<file path="config.mk">
export PLATFORM = sky130hd
export DESIGN_NAME = forwarding_unit
export DESIGN_NICKNAME = d
export VERILOG_FILES = /design/src/rtl/forwarding_unit.sv
export SDC_FILE = /design/constraint.sdc
export NUM_CORES = 1
export LEC_CHECK = 0
export BUFFER_PORTS_ARGS = -buffer_cell sky130_fd_sc_hd__buf_2
export CAP_MARGIN = 20
export CELL_PAD_IN_SITES_DETAIL_PLACEMENT = 0
export CELL_PAD_IN_SITES_GLOBAL_PLACEMENT = 1
export CORE_MARGIN = 5
export CORE_UTILIZATION = 38
export CTS_CLUSTER_DIAMETER = 100
export DETAILED_ROUTE_END_ITERATION = 10
export PLACE_DENSITY_LB_ADDON = 0.1
export SLEW_MARGIN = 20
export SYNTH_ARGS = -nofsm -noshare
export SYNTH_HDL_FRONTEND = slang
export SYNTH_SLANG_ARGS = --single-unit
</file>
<file path="constraint.sdc">
create_clock -name clk -period 2.68 [get_ports clk]
set_clock_uncertainty 0.2 [all_clocks]
set_input_delay 0.536 -clock clk [delete_from_list [all_inputs] [get_ports clk]]
set_output_delay 0.536 -clock clk [all_outputs]
set_load 0.02 [all_outputs]
</file>
<file path="src/rtl/forwarding_unit.sv">
// ---------------------------------------------------------------------------
// forwarding_unit
//
// Bypass control for the 5-stage pipeline (16 registers, r0 reads as zero).
// The block compares the EX-stage source registers (D/X latch) with the
// destination registers in the X/M and M/W latches. From that it drives the
// ALU operand mux selects and the MEM-stage store-data bypass select. It also
// keeps three saturating hazard-event counters for performance and debug
// visibility.
//
// Ports
//   clk          rising-edge clock (counters only)
//   rst          synchronous active-low reset (counters only)
//   stat_en      counter enable; held low while the pipeline is stalled
//   xm_regwrite  X/M instruction writes the register file
//   mw_regwrite  M/W instruction writes the register file
//   xm_memwrite  X/M instruction is a store
//   xm_rd        X/M destination register
//   xm_rt        X/M store-data source register
//   mw_rd        M/W destination register
//   dx_rs        EX-stage first source register
//   dx_rt        EX-stage second source register
//   forwarda     ALU operand A select: 00 regfile, 01 X/M, 10 M/W
//   forwardb     ALU operand B select: same encoding, built from dx_rt
//   forwardmm    store-data select in MEM: 1 = use M/W writeback value
//   cnt_xm       cycles with any X/M forward
//   cnt_mw       cycles with an M/W forward and no X/M forward
//   cnt_mm       cycles with a MEM-to-MEM forward
//
// The forwarding selects are purely combinational. They do not depend on clk
// or rst, so they stay valid while the clock is idle.
// ---------------------------------------------------------------------------
module forwarding_unit #(
  parameter int REG_AW = 4,
  parameter int CNT_W  = 16
) (
  input  logic              clk,
  input  logic              rst,
  input  logic              stat_en,
  input  logic              xm_regwrite,
  input  logic              mw_regwrite,
  input  logic              xm_memwrite,
  input  logic [REG_AW-1:0] xm_rd,
  input  logic [REG_AW-1:0] xm_rt,
  input  logic [REG_AW-1:0] mw_rd,
  input  logic [REG_AW-1:0] dx_rs,
  input  logic [REG_AW-1:0] dx_rt,
  output logic [1:0]        forwarda,
  output logic [1:0]        forwardb,
  output logic              forwardmm,
  output logic [CNT_W-1:0]  cnt_xm,
  output logic [CNT_W-1:0]  cnt_mw,
  output logic [CNT_W-1:0]  cnt_mm
);

  localparam logic [1:0]       SEL_RF  = 2'b00;
  localparam logic [1:0]       SEL_XM  = 2'b01;
  localparam logic [1:0]       SEL_MW  = 2'b10;
  localparam logic [CNT_W-1:0] CNT_ONE = {{(CNT_W-1){1'b0}}, 1'b1};
  localparam logic [CNT_W-1:0] CNT_MAX = {CNT_W{1'b1}};
  localparam logic [REG_AW-1:0] REG_ZERO = '0;

  // -------------------------------------------------------------------------
  // Match detection. A stage can forward only when it writes a real register:
  // r0 is hardwired to zero, so a "write" to r0 must never be bypassed.
  // -------------------------------------------------------------------------
  logic xm_writes_reg;
  logic mw_writes_reg;
  logic xm_match_rs;
  logic xm_match_rt;
  logic mw_match_rs;
  logic mw_match_rt;
  logic mm_match;

  always_comb begin
    xm_writes_reg = xm_regwrite && (xm_rd != REG_ZERO);
    mw_writes_reg = mw_regwrite && (mw_rd != REG_ZERO);
    xm_match_rs   = xm_writes_reg && (xm_rd == dx_rs);
    xm_match_rt   = xm_writes_reg && (xm_rd == dx_rt);
    mw_match_rs   = mw_writes_reg && (mw_rd == dx_rs);
    mw_match_rt   = mw_writes_reg && (mw_rd == dx_rt);
    // A store in MEM whose data register is being written back by the
    // instruction just ahead of it takes the writeback value directly.
    mm_match      = xm_memwrite && mw_writes_reg && (mw_rd == xm_rt);
  end

  // -------------------------------------------------------------------------
  // Operand selects. X/M wins over M/W because it holds the newer value of
  // the same register. The encoding 11 is never produced.
  // -------------------------------------------------------------------------
  always_comb begin
    forwarda = SEL_RF;
    if (xm_match_rs) begin
      forwarda = SEL_XM;
    end else if (mw_match_rs) begin
      forwarda = SEL_MW;
    end
  end

  always_comb begin
    forwardb = SEL_RF;
    if (xm_match_rt) begin
      forwardb = SEL_XM;
    end else if (mw_match_rt) begin
      forwardb = SEL_MW;
    end
  end

  assign forwardmm = mm_match;

  // -------------------------------------------------------------------------
  // Hazard-event classification. The M/W event counts only the cycles in
  // which no operand came from X/M, so one cycle never lands in both
  // counters.
  // -------------------------------------------------------------------------
  logic ev_xm;
  logic ev_mw;
  logic ev_mm;

  always_comb begin
    ev_xm = (forwarda == SEL_XM) || (forwardb == SEL_XM);
    ev_mw = ((forwarda == SEL_MW) || (forwardb == SEL_MW)) && !ev_xm;
    ev_mm = forwardmm;
  end

  // -------------------------------------------------------------------------
  // Saturating counters. They hold at all-ones instead of wrapping, so a
  // long run still reads as "at least this many" and not as a small number.
  // -------------------------------------------------------------------------
  logic [CNT_W-1:0] cnt_xm_q, cnt_xm_d;
  logic [CNT_W-1:0] cnt_mw_q, cnt_mw_d;
  logic [CNT_W-1:0] cnt_mm_q, cnt_mm_d;

  always_comb begin
    cnt_xm_d = cnt_xm_q;
    cnt_mw_d = cnt_mw_q;
    cnt_mm_d = cnt_mm_q;
    if (stat_en) begin
      if (ev_xm && (cnt_xm_q != CNT_MAX)) begin
        cnt_xm_d = cnt_xm_q + CNT_ONE;
      end
      if (ev_mw && (cnt_mw_q != CNT_MAX)) begin
        cnt_mw_d = cnt_mw_q + CNT_ONE;
      end
      if (ev_mm && (cnt_mm_q != CNT_MAX)) begin
        cnt_mm_d = cnt_mm_q + CNT_ONE;
      end
    end
  end

  always_ff @(posedge clk) begin
    if (!rst) begin
      cnt_xm_q <= '0;
      cnt_mw_q <= '0;
      cnt_mm_q <= '0;
    end else begin
      cnt_xm_q <= cnt_xm_d;
      cnt_mw_q <= cnt_mw_d;
      cnt_mm_q <= cnt_mm_d;
    end
  end

  assign cnt_xm = cnt_xm_q;
  assign cnt_mw = cnt_mw_q;
  assign cnt_mm = cnt_mm_q;

endmodule

</file>
==> flow_summary.yaml <==
layout:
  fillers: 698
  syn2layout_area_growth_pct: 22.9
  fin_nets: 420
  antenna_cells: 0
  drive_gt1_share_pct: 25.5
  final_util_pct: 48.0
logic_synthesis:
  synth.top_cell.area_share_pct: 36.0
  synth-compound-area-share_pct: 8.58
  synth_area_leaders: "dfxtp_1 (36%), xor2_1 (9.2%), nand4_1 (5.4%), mux2i_1 (4.5%), xnor2_1 (4.3%)"
  ys_seq_elements: 48
  synth_seq_area_share_pct: 36.0
  synth_cell_types: 34
  muxShareOfSynthArea_pct: 4.50
  synth_fp_nets: 343
  synth_area_leader_cell: "dfxtp_1"
  syn-cell-area_sq_mm: 0.00267
  yosysMostFrequentCell: "dfxtp_1"
  synth-xor-area-share_pct: 13.5
  synth_top_flop_cell: "dfxtp_1"
  synth_warnings: 0
  synth_top_family_by_area: "simple AND/OR/NAND/NOR gates"
  synth_fa_ha_area_share_pct: 1.41
  synthArstFlopShare_pct: 0
  avgSynthCellArea_sq_um: 8.50
  synth_commonest_cells: "dfxtp_1 (48), xor2_1 (28), nor2_1 (27)"
  synth-simple-area-share_pct: 32.7
  synth_edf_count: 0
  syn_inst: 314
clock_network:
  cts.sinks: 48
  cts_root_buffer: "clkbuf_8"
  cts_hold_buffers: 0
  ctsHtreeMaxLevel: 2
  tritoncts: "built"
  ctsLongestPathBuffers: 2
  clk_latency_ns: 0.30
  cts-resized-gates: 0
  clkTransAtPathRegs_ns: 0.09
  tritoncts.num_buffers: 5
  postCtsSetupBuffers: 0
setup_path:
  crit_chain: "buf_2 -> xor2_1 -> nor4_2 -> a211oi_2 -> buf_2"
  critical_path.slowest_cell: "nor4_2"
  crit_path_frequent_cell: "buf_2"
  crit_type: "in2out"
  endpoint_kind: "output pin"
  crit_fanout: 4
  arrival_ns: 1.69
  crit_path_start_kind: "input port"
  worst_path_largest_cell_delay_ns: 0.51
  critPathRequiredTime_ns: 1.94
global_route:
  grt_first_pass_wirelength_mm: 11.3
  gr-total-overflow: 0
  track_usage_pct: 15.6
  grt_pass1_vias: 2320
  antenna_found_initial: 0
  grt_max_degree: 28
timing:
  period_minus_slack_ns: 2.42
  slew_headroom_pct: 64.5
  slew_viol_final: 0
  hold_viol: 0
  grt_setup_unrepaired: "no"
  setup_viol: 0
  tightestPinTransition_ns: 0.532
  tns_ns: 0
  max_freq_mhz: 413
  post-route-period-util_pct: 90.4
power:
  vdd_drop_max_mv: 0.188
  power_mw: 1.30
  power_density_mw_per_mm2: 398
  p_leak_nw: 1.34
routing:
  first_pass_iters: 4
  first_iter_violations: 81
  post-route-drc-count: 0
  ant_nets: 0
  vias: 2513
  routedWlPerCell_um: 14.0
  routed_wl_mm: 6.81
  avgViaCountPerCell: 5.15
run:
  cap_violations: 0
die:
  fp-row-count: 30
  io_pins: 79
  die_h_um: 93.8
  dieArea_sq_mm: 0.00880
  die_x_um: 93.8
  core_sq_mm: 0.00683
  initial_utilization_pct: 39.0
place:
  port_buffers: 78
  dpl.hpwl_mm: 5.04
  gp_congestion: 0.750
outcome:
  status: "complete, no violations"
hold_path:
  min_path_type: "reg2reg"
==> per-layer routing <==
layer  vias to the layer above  part of all wire, %  track usage (%)
met5                         -                    0                0
met4                         0                 0.84             4.33
met3                         5                  6.2             3.69
met2                        59                   43             23.5
met1                      1155                   50             22.1
li1                       1294                    -                -
==> path summary, 6_finish.rpt <==
check,from,endpoint,slack (ns),cells past startpoint
worst max-delay path,xm_rd[1],forwardb[1],0.26,5
worst min-delay path,cnt_mw[14],cnt_mw[14],0.29,2
worst max register to register,cnt_mm[1],cnt_mm[6],0.46,6
worst min register to register,cnt_mw[14],cnt_mw[14],0.29,2
==> cells in the final DEF (no fill, tap or decap), types with 2 or more instances in the layout <==
cell and count:
xnor2_1 13, a211oi_2 2, inv_1 2, xor2_1 28
nor4_1 7, nor4_2 4, clkbuf_8 6, and2_1 6
nor2b_1 2, or3_1 7, mux2i_1 12, buf_4 5
nand3_1 19, buf_2 78, dfxtp_1 48, nor3_1 2
o31ai_1 7, nand2b_1 10, ha_1 3, o21ai_0 6
a21oi_1 14, nand2_1 26, buf_12 2, or4_1 8
nand4_1 23, nor2_1 27, and3_1 11, and4_1 6
==> stage by stage <==
step                      instance area, sq um  worst slack (ns)  cells  hold slack [ns]
after floorplan                           2670            0.0858    314            0.349
after global placement                    3190             0.125    480            0.262
after detailed placement                  3190            0.0409    480            0.278
after CTS                                 3280             0.256    488            0.291
after global routing                      3280             0.179    488            0.308
final                                     3280             0.258    488            0.286
==> report_power, final <==
group,internal [mW],switching (mW)
Clock,0.210,0.251
Sequential,0.714,0.00153
Combinational,0.0522,0.0757
Total,0.976,0.328
==> registers in the layout, summed over array words and instances (netlist names) <==
signal and flops:
cnt_mm 16, cnt_xm 16, cnt_mw 16
==> layout make-up <==
cell class	count	area [sq um]	share of cell area, %
Multi-Input combinational cell	248	1630	49.6
Tap cell	96	120	3.66
Clock inverter	1	7.51	0.229
Inverter	3	11.3	0.343
Sequential cell	48	961	29.3
Timing Repair Buffer	85	468	14.3
Clock buffer	7	86.3	2.63
==> logic make-up (layout without fill, tap and decap cells) <==
family | count (synthesis) | in the layout
flops | 48 | 48
buf+inv | 18 | 96
fa+ha+maj | 3 | 3
simple gates | 158 | 158
compound gates | 34 | 34
mux | 12 | 12
xor+xnor | 41 | 41
==> worst max-delay path, delay by kind of cell <==
kind	cells	cell delay [ns]
buffers and inverters	2	0.31
AO/OA/AOI/OAI	1	0.17
XOR/XNOR	1	0.16
AND/OR/NAND/NOR	1	0.51
No activity file was read; power rests on OpenSTA's default activity.
